`config.mk`:
```
export PLATFORM = sky130hd
export DESIGN_NAME = generador_senales_bus
export DESIGN_NICKNAME = d
export VERILOG_FILES = /design/src/rtl/generador_senales_bus_pkg.sv /design/src/rtl/generador_senales_bus_sincronizador_bus.sv /design/src/rtl/generador_senales_bus.sv
export SDC_FILE = /design/constraint.sdc
export NUM_CORES = 1
export LEC_CHECK = 0
export ABC_AREA = 1
export BUFFER_PORTS_ARGS = -buffer_cell sky130_fd_sc_hd__clkbuf_2
export CAP_MARGIN = 20
export CORE_MARGIN = 10
export CORE_UTILIZATION = 55
export DETAILED_ROUTE_END_ITERATION = 6
export PLACE_DENSITY = 0.83
export REMOVE_ABC_BUFFERS = 1
export SETUP_SLACK_MARGIN = 0.15
export SLEW_MARGIN = 15
export SYNTH_ARGS = -nofsm -noshare
export SYNTH_HDL_FRONTEND = slang
export SYNTH_SLANG_ARGS = --single-unit
export TNS_END_PERCENT = 30
```
`constraint.sdc`:
```
create_clock -name clk -period 3.2 [get_ports clk]
set_clock_uncertainty 0.15 [all_clocks]
set_input_delay 0.16 -clock clk [delete_from_list [all_inputs] [get_ports clk]]
set_output_delay 0.16 -clock clk [all_outputs]
set_load 0.02 [all_outputs]
```
`src/rtl/generador_senales_bus_pkg.sv`:
```
// ============================================================================
// generador_senales_bus_pkg -- shared FSM states, phases and idle bus values
// Revision: 1.0
// ============================================================================
`default_nettype none

package generador_senales_bus_pkg;

  typedef enum logic [1:0] {
    REPOSO = 2'd0,
    ACTIVO = 2'd1,
    FIN    = 2'd2
  } estado_t;

  typedef enum logic [1:0] {
    BUS_CERO      = 2'd0,
    BUS_DIRECCION = 2'd1,
    BUS_DATO      = 2'd2
  } fuente_bus_t;

  localparam logic [3:0] FASE_0  = 4'd0;
  localparam logic [3:0] FASE_1  = 4'd1;
  localparam logic [3:0] FASE_2  = 4'd2;
  localparam logic [3:0] FASE_3  = 4'd3;
  localparam logic [3:0] FASE_4  = 4'd4;
  localparam logic [3:0] FASE_5  = 4'd5;
  localparam logic [3:0] FASE_6  = 4'd6;
  localparam logic [3:0] FASE_7  = 4'd7;
  localparam logic [3:0] FASE_8  = 4'd8;
  localparam logic [3:0] FASE_9  = 4'd9;
  localparam logic [3:0] FASE_10 = 4'd10;
  localparam logic [3:0] FASE_11 = 4'd11;

  localparam logic IDLE_CS_N   = 1'b1;
  localparam logic IDLE_RD_N   = 1'b1;
  localparam logic IDLE_WR_N   = 1'b1;
  localparam logic IDLE_AD     = 1'b1;
  localparam logic IDLE_BUS_OE = 1'b0;

  typedef struct packed {
    logic        cs_n;
    logic        rd_n;
    logic        wr_n;
    logic        ad;
    logic        bus_oe;
    fuente_bus_t fuente;
  } control_t;

  localparam control_t CONTROL_IDLE = '{
    cs_n:   IDLE_CS_N,
    rd_n:   IDLE_RD_N,
    wr_n:   IDLE_WR_N,
    ad:     IDLE_AD,
    bus_oe: IDLE_BUS_OE,
    fuente: BUS_CERO
  };

  // Pin levels for one phase of an active transaction; phases 4 and 8..11
  // look exactly like the idle bus.
  function automatic control_t decodificar_fase(input logic [3:0] fase,
                                                input logic       escritura);
    control_t ctl;
    ctl = CONTROL_IDLE;
    case (fase)
      FASE_0: begin
        ctl.ad     = 1'b0;
        ctl.bus_oe = 1'b1;
        ctl.fuente = BUS_DIRECCION;
      end
      FASE_1, FASE_3: begin
        ctl.cs_n   = 1'b0;
        ctl.ad     = 1'b0;
        ctl.bus_oe = 1'b1;
        ctl.fuente = BUS_DIRECCION;
      end
      FASE_2: begin
        ctl.cs_n   = 1'b0;
        ctl.wr_n   = 1'b0;
        ctl.ad     = 1'b0;
        ctl.bus_oe = 1'b1;
        ctl.fuente = BUS_DIRECCION;
      end
      FASE_5, FASE_7: begin
        ctl.cs_n   = 1'b0;
        ctl.bus_oe = escritura;
        ctl.fuente = BUS_DATO;
      end
      FASE_6: begin
        ctl.cs_n   = 1'b0;
        ctl.bus_oe = escritura;
        ctl.fuente = BUS_DATO;
        if (escritura) begin
          ctl.wr_n = 1'b0;
        end else begin
          ctl.rd_n = 1'b0;
        end
      end
      default: ctl = CONTROL_IDLE;
    endcase
    return ctl;
  endfunction

endpackage

`default_nettype wire

```
`src/rtl/generador_senales_bus_sincronizador_bus.sv`:
```
// ============================================================================
// sincronizador_bus -- optional 2-flop synchronizer for the pad bus value
// (SINCRONIZADOR_BUS_EN); without it the module is a plain wire, no clock.
// Revision: 1.0
// ============================================================================
`default_nettype none

module sincronizador_bus #(
  parameter int ANCHO = 8
) (
`ifdef SINCRONIZADOR_BUS_EN
  input  logic             clk,
  input  logic             reset,
`endif
  input  logic [ANCHO-1:0] bus_in,
  output logic [ANCHO-1:0] bus_sinc
);

`ifdef SINCRONIZADOR_BUS_EN
  logic [ANCHO-1:0] r_etapa_1;
  logic [ANCHO-1:0] r_etapa_2;

  always_ff @(posedge clk or negedge reset) begin
    if (!reset) begin
      r_etapa_1 <= '0;
      r_etapa_2 <= '0;
    end else begin
      r_etapa_1 <= bus_in;
      r_etapa_2 <= r_etapa_1;
    end
  end

  assign bus_sinc = r_etapa_2;
`else
  assign bus_sinc = bus_in;
`endif

endmodule

`default_nettype wire

```
`src/rtl/generador_senales_bus.sv`:
```
// ============================================================================
// generador_senales_bus -- phase-driven multiplexed address/data bus master.
// Optional input synchronizer selected with macro SINCRONIZADOR_BUS_EN.
// Revision: 1.0
// ============================================================================
`default_nettype none

module generador_senales_bus
  import generador_senales_bus_pkg::*;
#(
  parameter int ANCHO_BUS = 8
) (
  input  logic                 clk,
  input  logic                 reset,
  input  logic [3:0]           c_5,
  input  logic                 enable_inicio,
  input  logic                 enable_escribir,
  input  logic                 enable_leer,
  input  logic [ANCHO_BUS-1:0] direccion,
  input  logic [ANCHO_BUS-1:0] dato_escribir,
  input  logic [ANCHO_BUS-1:0] bus_in,
  output logic                 cs_n,
  output logic                 rd_n,
  output logic                 wr_n,
  output logic                 ad,
  output logic [ANCHO_BUS-1:0] bus_out,
  output logic                 bus_oe,
  output logic [ANCHO_BUS-1:0] dato_leido,
  output logic                 dato_valido,
  output logic                 listo
);

  estado_t              r_estado;
  estado_t              w_estado_sig;
  logic [3:0]           r_fase_prev;
  logic [ANCHO_BUS-1:0] r_direccion;
  logic [ANCHO_BUS-1:0] r_dato;
  logic                 r_escritura;

  logic [ANCHO_BUS-1:0] w_bus_muestra;
  logic [ANCHO_BUS-1:0] w_bus_out_sig;
  logic                 w_alguna;
  logic                 w_escritura_req;
  logic                 w_escritura_act;
  logic                 w_fase_valida;
  logic                 w_paso_ok;
  logic                 w_cierre;
  logic                 w_inicio;
  logic                 w_captura;
  control_t             w_control;

  sincronizador_bus #(
    .ANCHO(ANCHO_BUS)
  ) u_sincronizador (
`ifdef SINCRONIZADOR_BUS_EN
    .clk      (clk),
    .reset    (reset),
`endif
    .bus_in   (bus_in),
    .bus_sinc (w_bus_muestra)
  );

  assign w_alguna        = enable_inicio | enable_escribir | enable_leer;
  assign w_escritura_req = enable_inicio | enable_escribir;
  assign w_fase_valida   = (c_5 <= FASE_11);
  assign w_paso_ok       = (c_5 == r_fase_prev) || (c_5 == r_fase_prev + 4'd1);
  assign w_cierre        = (r_fase_prev == FASE_11) && (c_5 == FASE_0);

  // Any irregular counter step or a dropped request abandons the transaction.
  always_comb begin
    w_estado_sig = r_estado;
    w_inicio     = 1'b0;
    w_captura    = 1'b0;
    case (r_estado)
      REPOSO: begin
        if (w_alguna && (c_5 == FASE_0)) begin
          w_estado_sig = ACTIVO;
          w_inicio     = 1'b1;
        end
      end
      ACTIVO: begin
        if (!w_alguna || !w_fase_valida) begin
          w_estado_sig = REPOSO;
        end else if (w_cierre) begin
          w_estado_sig = FIN;
        end else if (!w_paso_ok) begin
          w_estado_sig = REPOSO;
        end else begin
          w_captura = !r_escritura && (r_fase_prev == FASE_6) && (c_5 == FASE_7);
        end
      end
      FIN: begin
        w_estado_sig = REPOSO;
      end
      default: begin
        w_estado_sig = REPOSO;
      end
    endcase
  end

  always_comb begin
    w_escritura_act = w_inicio ? w_escritura_req : r_escritura;
    w_control       = CONTROL_IDLE;
    if (w_estado_sig == ACTIVO) begin
      w_control = decodificar_fase(c_5, w_escritura_act);
    end
    w_bus_out_sig = '0;
    case (w_control.fuente)
      BUS_DIRECCION: w_bus_out_sig = w_inicio ? direccion : r_direccion;
      BUS_DATO:      w_bus_out_sig = r_dato;
      default:       w_bus_out_sig = '0;
    endcase
  end

  always_ff @(posedge clk or negedge reset) begin
    if (!reset) begin
      r_estado    <= REPOSO;
      r_fase_prev <= FASE_0;
      r_direccion <= '0;
      r_dato      <= '0;
      r_escritura <= 1'b0;
      cs_n        <= IDLE_CS_N;
      rd_n        <= IDLE_RD_N;
      wr_n        <= IDLE_WR_N;
      ad          <= IDLE_AD;
      bus_oe      <= IDLE_BUS_OE;
      bus_out     <= '0;
      dato_leido  <= '0;
      dato_valido <= 1'b0;
      listo       <= 1'b0;
    end else begin
      r_estado    <= w_estado_sig;
      r_fase_prev <= c_5;
      if (w_inicio) begin
        r_direccion <= direccion;
        r_dato      <= dato_escribir;
        r_escritura <= w_escritura_req;
      end
      cs_n        <= w_control.cs_n;
      rd_n        <= w_control.rd_n;
      wr_n        <= w_control.wr_n;
      ad          <= w_control.ad;
      bus_oe      <= w_control.bus_oe;
      bus_out     <= w_bus_out_sig;
      listo       <= (w_estado_sig == FIN);
      dato_valido <= (w_estado_sig == FIN) && !r_escritura;
      if (w_captura) begin
        dato_leido <= w_bus_muestra;
      end
    end
  end

endmodule

`default_nettype wire

```
# After elaboration in Yosys (flattened, before gate mapping)
# Index checks and enable logic that the tools add are counted.
# word_totals
regBits	46
input_bits	33
# classes
addsub	1
n_lt_le_gt_ge	1
eq_ne	15
n_mux	22
n_bitwise	2
reduce_logical	15
# op_table
cell	count
== test 4 x 3 -> 1 bit (second input constant)	4
case mux 8 bit (2 select lines)	1
two-way mux 1 bit	12
== test 4 x 2 -> 1 bit (second input constant)	2
== test 4 bit	2
two-way mux 2 bit	4
two-way mux 8 bit	1
two-way mux 7 bit	1
== test 2 x 1 -> 1 bit (second input constant)	3
case mux 3 bit (2 select lines)	1
OR reduction 6 bit	1
logical AND 1 bit	5
adder 4 x 1 -> 4 bit (second input constant)	1
== test 2 bit (second input constant)	2
== test 4 x 1 -> 1 bit (second input constant)	1
== test 4 bit (second input constant)	1
<= comparator 4 bit (second input constant)	1
logical NOT 4 bit	1
case mux 2 bit (2 select lines)	1
OR reduction 4 bit	1
logical NOT 1 bit	3
OR reduction 3 bit	1
logical NOT 2 bit	1
logical OR 1 bit	2
other kinds (2)	3

# Logic depth before layout (Yosys ltp)
# Gate-level depths: netlist of the first run.
# logic_depth
word_depth	11
depth_mapped	16
ltp_nobuf	15

# Modules after synthesis
# A second synthesis of the first run with hierarchy kept.
# hier_totals
cells_unflattened	247
hier_area_um2	2193.4
# modules_own_cells
module	n_inst	cells_each	area_each_um2
generador_senales_bus	1	239	2133.3
sincronizador_bus	1	8	60.1

# Least setup slack after synthesis of the first run
# No wires, ideal clock.
# synth_path
kind	reg-to-reg
start	register r_estado[1]
end	register bus_out[0]
setup_ns	0.078
t_arrival_ns	1.936
t_required_ns	2.972
setup_slack_ns	1.036
stages_incl_launch_ff	11
path_buffers	2
synth_period_minus_slack_ns	2.164
path_cell_list	dfrtp_1 -> nor2_1 -> nand3_4 -> buf_6 -> nand2_4 -> nand2_1 -> inv_1 -> ha_1 -> clkbuf_1 -> nand3_1 -> a21oi_1
# synth_rtl
element	line	rtl
from (decl)	generador_senales_bus.sv:33	estado_t r_estado;
from (signal assigned)	generador_senales_bus.sv:132	r_estado <= w_estado_sig;
== test 2 x 1 -> 1 bit or logical NOT 2 bit (tied branches)	generador_senales_bus.sv:74	case (r_estado)
case mux 2 bit (2 select lines) (*)	generador_senales_bus.sv:74	
via w_estado_sig[0]	generador_senales_bus.sv:34	estado_t w_estado_sig;
== test 2 x 1 -> 1 bit (*)	generador_senales_bus.sv:104	if (w_estado_sig == ACTIVO) begin
two-way mux 7 bit (*)	generador_senales_bus.sv:104	
== test 2 bit or == test 2 x 1 -> 1 bit (tied branches)	generador_senales_bus.sv:108	case (w_control.fuente)
case mux 8 bit (2 select lines) (*)	generador_senales_bus.sv:108	
via w_bus_out_sig[0]	generador_senales_bus.sv:41	logic [ANCHO_BUS-1:0] w_bus_out_sig;
to (signal assigned)	generador_senales_bus.sv:144	bus_out <= w_bus_out_sig;
to (decl)	generador_senales_bus.sv:26	output logic [ANCHO_BUS-1:0] bus_out,
# The timed path passes the listed nets; every way through them passes the cells marked *.
# A chain may end at the register's enable or synchronous reset.

# Final worst setup path of the first run
# layout_path
start	input port c_5[2]
end	register bus_out[3]
# layout_between
elab_chain_len	10
# layout_lines
element	line	rtl
from (decl)	generador_senales_bus.sv:15	input logic [3:0] c_5,
== test 4 bit	generador_senales_bus.sv:66	assign w_paso_ok = (c_5 == r_fase_prev) || (c_5 == r_fase_prev + 4'd1);
logical OR 1 bit	generador_senales_bus.sv:66	
two-way mux 2 bit	generador_senales_bus.sv:86	end else if (!w_paso_ok) begin
two-way mux 2 bit	generador_senales_bus.sv:84	end else if (w_cierre) begin
two-way mux 2 bit	generador_senales_bus.sv:82	if (!w_alguna || !w_fase_valida) begin
case mux 2 bit (2 select lines) (*)	generador_senales_bus.sv:74	
via w_estado_sig[0]	generador_senales_bus.sv:34	
== test 2 x 1 -> 1 bit (*)	generador_senales_bus.sv:104	
two-way mux 7 bit (*)	generador_senales_bus.sv:104	
== test 2 bit or == test 2 x 1 -> 1 bit (tied branches)	generador_senales_bus.sv:108	
case mux 8 bit (2 select lines) (*)	generador_senales_bus.sv:108	
via w_bus_out_sig[3]	generador_senales_bus.sv:41	
# Marks and branches as above.

==> impl_metrics.tcl, run 1 <==
set metrics [dict create \
    outcome "finished, final reports clean" \
    register_area_mm2 0.00116 \
    top_usage_layer "met2" \
    numCtsBuffers 5 \
    power_density_mw_per_mm2 450 \
    yosysMostFrequentCell "nand2_1" \
    final_hold_viol_count 0 \
    coreArea_mm2 0.00372 \
    clk_latency_ps 290 \
    hp-class "in -> reg" \
    p_leak_nw 1.50 \
    dr.pass1.iters 4 \
    critical-path-slowest-cell "dlygate4sd3_1" \
    io_buffers 55 \
    cp.required_ps 3270 \
    cts_buffer_depth 2 \
    die_height_um 82.3 \
    synth-edff-count 0 \
    routedWlPerCell_um 13.6 \
    ff2ff_path_depth 15 \
    gr-usage-met1_pct 17.3 \
    worstPathMaxFanout 18 \
    ys_seq_elements 46 \
    grt_use_met2_pct 26.0 \
    fin_crit_sh_pct 82.7 \
    drc 0 \
    cts_tree "done" \
    max_stage_delay_ps 530 \
    synth_async_sr_flop_share_pct 100 \
    grt_max_degree 47 \
    post_cts_resized 0 \
    initial_utilization_pct 57.4 \
    final.setup.tns_ps 0 \
    via_count 1787 \
    cts_sinks 46 \
    pre_cts_ws_ps 803 \
    fin_crit_ps 2650 \
    worstSetupEndpointType "register" \
    ant_nets 0 \
    min-delay-start "enable_leer" \
    synth_area_mm2 0.00213 \
    place.gp.congestion 0.855 \
    grt_pass1_wl_um 8110 \
    synth_cells 238 \
    io_pins 56 \
    seq_area_frac_synth_pct 54.2 \
    grt.overflow.total 0 \
    final.fill_count 281 \
    crit_type "in -> reg" \
    grt_usage_pct 15.3 \
    die-width_um 82.3 \
    path_cells "dlygate4sd3_1, clkbuf_2, inv_2, nand2_2, nor3_4, nand3_4, nand2_4, nand2_1, inv_1, ha_1, nand3_1, a21oi_1" \
    peakVddDrop_mv 0.346 \
    multi_input_area_um2 776 \
    clock.fmax_mhz 378 \
    synthTopCellsByArea "dfrtp_1 (49%), nand2_1 (10%), inv_1 (7.7%)" \
    dp_hpwl_um 3540 \
    r2r-start "r_fase_prev[0]$_DFF_PN0_" \
    viasPerCell 4.88 \
    holdWs_ps 58.2 \
    antenna_found_initial 0 \
    finalPower_mw 1.24 \
    die_area_mm2 0.00677 \
    yosys_warnings 0 \
    crit_path_end "bus_out[3]$_DFF_PN0_" \
    drt_iter0_markers 84 \
    finalMaxSlewViolations 0 \
    finalSetupViolations 0 \
    crit_start "c_5[2]" \
    antennaDiodeCount 0 \
    num_rows 22 \
    postSynthAreaPerCell_um2 8.96 \
    grtUsageMet3_pct 6.16 \
    nNetsFinal 354 \
    worstMarginPinSlew_ps 959 \
    finish.utilization_pct 74.5 \
    drive_gt1_share_pct 25.8 \
    synth_top_area_cell "dfrtp_1" \
    netlist.area_leader.share_pct 49.3 \
    root_buffer "clkbuf_8" \
    area_delta_synth_final_pct 29.8 \
    rsz0062_at_grt "no" \
    ys.flop_type "dfrtp_1" \
    max_cap_viol_count 0 \
    max_slew_margin_pct 36.0 \
    startpoint_type "input pin" \
    yosys.cell_types.count 26 \
    ctsHtreeMaxLevel 2 \
    rr_endpoint "bus_out[3]$_DFF_PN0_" \
    synthTopCellsByCount "nand2_1 (58), inv_1 (44), dfrtp_1 (42)" \
    setup_ws_ps 554 \
    worst-r2r-setup-slack_ps 840 \
    cp.arrival_ps 2710 \
    grt_pass1_vias 1834 \
    drt_wl_total_um 4990 \
    clk_pin_slew_ps 80 \
]
## sequential cells by signal, indices dropped and copies added (netlist names)
name / cells
bus_oe: 1
dato_leido: 8
ad: 1
rd_n: 1
r_escritura: 1
cs_n: 1
bus_out: 8
dato_valido: 1
r_dato: 8
r_direccion: 8
listo: 1
wr_n: 1
r_fase_prev: 4
r_estado: 2
## area by class of cell
type | count | area share (%)
clock buffers | 6 | 2.62
clock inverters | 2 | 1.36
multi-input cells | 141 | 28.0
flip-flops and latches | 46 | 41.8
inverters | 46 | 6.24
repair buffers | 77 | 17.8
well taps | 48 | 2.17
## per-layer routing
| metal | up-vias | share of wire [%] |
|---|---|---|
| met5 | - | 0 |
| met1 | 842 | 42 |
| met3 | 5 | 7.8 |
| met4 | 0 | 0.88 |
| li1 | 900 | - |
| met2 | 40 | 50 |
## how the worst min path moves through the flow
stage                                to  slack, ps  depth (start not counted)
4_1_cts           r_escritura$_DFF_PN0_         50                          4
3_5_place_dp   r_fase_prev[3]$_DFF_PN0_        230                          1
5_1_grt           r_escritura$_DFF_PN0_         80                          4
3_3_place_gp   r_fase_prev[3]$_DFF_PN0_        220                          1
2_1_floorplan          bus_oe$_DFF_PN0_       -290                          0
6_report          r_escritura$_DFF_PN0_         60                          4
## kinds of logic (layout without fill, tap and decap cells)
| family | after synthesis | in the layout | share of synthesized area, % |
|---|---|---|---|
| multiplexers | 8 | 8 | 4.40 |
| buffers and inverters | 51 | 131 | 9.39 |
| flip-flops | 46 | 46 | 54.2 |
| XOR/XNOR | 1 | 1 | 0.411 |
| AO/OA/AOI/OAI | 17 | 17 | 3.99 |
| AND/OR/NAND/NOR | 111 | 111 | 25.2 |
| adder cells (fa/ha/maj) | 4 | 4 | 2.35 |
## cell usage in the layout (no fill, tap or decap), types with 2 or more instances in the layout
| cell type | instances |
|---|---|
| dfrtp_1 | 42 |
| ha_1 | 4 |
| dfstp_2 | 4 |
| a21oi_1 | 9 |
| and2_1 | 9 |
| o21ai_0 | 8 |
| clkbuf_2 | 54 |
| nand2_1 | 58 |
| clkbuf_8 | 5 |
| nand4_1 | 11 |
| nor2_1 | 7 |
| dlygate4sd3_1 | 21 |
| mux2_2 | 7 |
| inv_2 | 2 |
| inv_1 | 44 |
| nor3_1 | 2 |
| nand3_1 | 18 |
## power breakdown
part / internal (mW) / switching, mW
sequential: 0.630 / 0.0235
clock: 0.233 / 0.191
combinational: 0.0835 / 0.0833
## worst max-delay path: cells and delay by family
kind / cells / cell delay [ps]
adders and majority gates: 1 / 330
buffers and inverters: 4 / 840
AOI/OAI and AO/OA: 1 / 160
and+or+nand+nor: 6 / 1220
## through the flow
| step | cells | cell area, µm² |
|---|---|---|
| CTS | 366 | 2770 |
| global placement | 337 | 2450 |
| detailed placement | 337 | 2450 |
| global route | 366 | 2770 |
| finish | 366 | 2770 |
| floorplan | 233 | 2100 |
## what timing repair did
item,4_1_cts,5_1_grt
setup buffers,0,0
hold buffers,21,0
endpoints found under the hold margin,62,0
Power figures use the tool's default switching activity.
==> run 2, diff against run 1 <==
--- a/config.mk
+++ b/config.mk
@@ -9,9 +9,9 @@
 export BUFFER_PORTS_ARGS = -buffer_cell sky130_fd_sc_hd__clkbuf_2
 export CAP_MARGIN = 20
 export CORE_MARGIN = 10
-export CORE_UTILIZATION = 55
+export CORE_UTILIZATION = 47
 export DETAILED_ROUTE_END_ITERATION = 6
-export PLACE_DENSITY = 0.83
+export PLACE_DENSITY = 0.75
 export REMOVE_ABC_BUFFERS = 1
 export SETUP_SLACK_MARGIN = 0.15
 export SLEW_MARGIN = 15
==> constraint.sdc (replaced) <==
create_clock -name clk -period 2.4 [get_ports clk]
set_clock_uncertainty 0.15 [all_clocks]
set_input_delay 0.12 -clock clk [delete_from_list [all_inputs] [get_ports clk]]
set_output_delay 0.12 -clock clk [all_outputs]
set_load 0.02 [all_outputs]
==> impl_metrics.tcl, run 2 (synthesis gave the netlist of run 1 again) <==
set metrics [dict create \
    cp.required_ps 2480 \
    cts_tree "done" \
    drt_wl_total_um 5270 \
    peakVddDrop_mv 0.334 \
    viasPerCell 4.96 \
    rsz0062_at_grt "no" \
    grt_max_degree 47 \
    place_area_mm2 0.00248 \
    ctsHtreeMaxLevel 2 \
    dp_hpwl_um 3590 \
    clk_pin_slew_ps 80 \
    nNetsFinal 364 \
    p_leak_nw 1.54 \
    worstMarginPinSlew_ps 561 \
    via_count 1885 \
    grt_pass1_vias 1951 \
    num_rows 24 \
    root_buffer "clkbuf_8" \
    final.setup.tns_ps 0 \
    fin_area_mm2 0.00292 \
    finalMaxSlewViolations 0 \
    antennaDiodeCount 0 \
    mostFrequentLayoutCell "clkbuf_2" \
    area_delta_synth_final_pct 36.9 \
    place.gp.congestion 0.890 \
    grt_usage_pct 13.8 \
    ant_nets 0 \
    die_area_mm2 0.00763 \
    dr.pass1.iters 4 \
    finalSetupViolations 0 \
    crit_type "reg -> reg" \
    power_density_mw_per_mm2 540 \
    numCtsBuffers 5 \
    max_slew_margin_pct 62.6 \
    clk_latency_ps 300 \
    outcome "finished, final reports clean" \
    antenna_found_initial 0 \
    fin_crit_sh_pct 91.9 \
    grt.overflow.total 0 \
    worstPathMaxFanout 8 \
    die-width_um 87.4 \
    die_height_um 87.4 \
    routedWlPerCell_um 13.9 \
    coreArea_mm2 0.00438 \
    initial_utilization_pct 48.6 \
    fin_crit_ps 2210 \
    clock.fmax_mhz 453 \
    io_buffers 55 \
    startpoint_type "register" \
    io_pins 56 \
    drive_gt1_share_pct 34.1 \
    hp-class "in -> reg" \
    drt_iter0_markers 115 \
    cts_sinks 46 \
    cp.arrival_ps 2290 \
    final_cell_mix "clkbuf_2 (55), nand2_1 (54), dfrtp_1 (42)" \
    final.fill_count 347 \
    max_cap_viol_count 0 \
    drc 0 \
    grt_pass1_wl_um 8650 \
    worstSetupEndpointType "register" \
    finalPower_mw 1.58 \
    cts_buffer_depth 2 \
    final_hold_viol_count 0 \
]
run 2: worst paths after layout:
kind | from | end | slack, ps | cells past startpoint
max | r_fase_prev[0]$_DFF_PN0_ | bus_out[0]$_DFF_PN0_ | 190 | 15
min | direccion[4] | r_direccion[4]$_DFF_PN0_ | 30 | 4
max reg2reg | r_fase_prev[0]$_DFF_PN0_ | bus_out[0]$_DFF_PN0_ | 190 | 15
min reg2reg | r_escritura$_DFF_PN0_ | dato_valido$_DFF_PN0_ | 270 | 1
max in group asynchronous | reset | rd_n$_DFF_PN1_ | 1410 | 3
min in group asynchronous | reset | r_dato[7]$_DFFE_PN0P_ | 280 | 3
run 2: timing repair:
| action | 4_1_cts | 5_1_grt |
|---|---|---|
| gates resized for setup | 7 | 17 |
| pin swaps | 0 | 6 |
| hold endpoints to repair | 64 | 0 |
| hold buffers | 21 | 0 |
| setup endpoints to repair | 8 | 8 |
| buffers inserted | 0 | 6 |
run 2: area by class of cell:
class                      instances  area [µm²]  share of cell area (%)
clock buffer                       7        76.3                    2.61
clock inverter                     1        7.51                   0.257
inverter                          46         173                    5.92
tap                               52        65.1                    2.23
multi-input combinational        141         873                    29.9
timing repair buffer              87         568                    19.5
sequential                        46        1160                    39.6
run 2: layer usage:
| layer | global-route usage, % | vias up | routed length [µm] |
|---|---|---|---|
| met2 | 23.1 | 63 | 2700 |
| met5 | 0 | - | 0 |
| li1 | - | 925 | - |
| met3 | 6.37 | 8 | 437 |
| met4 | 3.33 | 0 | 48 |
| met1 | 15.6 | 889 | 2090 |
run 2: per-stage QoR:
| step | instances | utilization (%) | hold WS [ps] | setup WS (ps) |
|---|---|---|---|---|
| 5_1_grt | 380 | 66.6 | 24.0 | 80.3 |
| 3_5_place_dp | 345 | 56.6 | 94.5 | 44.6 |
| 4_1_cts | 374 | 64.0 | 9.58 | 156 |
| 6_report | 380 | 66.6 | 31.5 | 194 |
| 3_3_place_gp | 345 | 56.6 | 85.6 | 157 |
| 2_1_floorplan | 233 | - | -326 | 353 |
run 2: power by group:
part | leakage (nW) | internal, mW | switching, mW | total, mW
Sequential | 0.572 | 0.840 | 0.0292 | 0.869
Combinational | 0.933 | 0.124 | 0.126 | 0.250
Clock | 0.0385 | 0.206 | 0.251 | 0.458
run 2: worst max-delay path, stage by stage, from the launching register on:
cell and delay, ps:
dfrtp_1 390, inv_2 70, ha_4 260, inv_1 30, nand2_1 60, nand2_1 70
nor2_1 100, nand3_1 120, nand2_2 120, nand2_2 70, nand2_4 110, nand2_4 60
inv_2 70, ha_4 200, nand3_1 120, a21oi_2 130
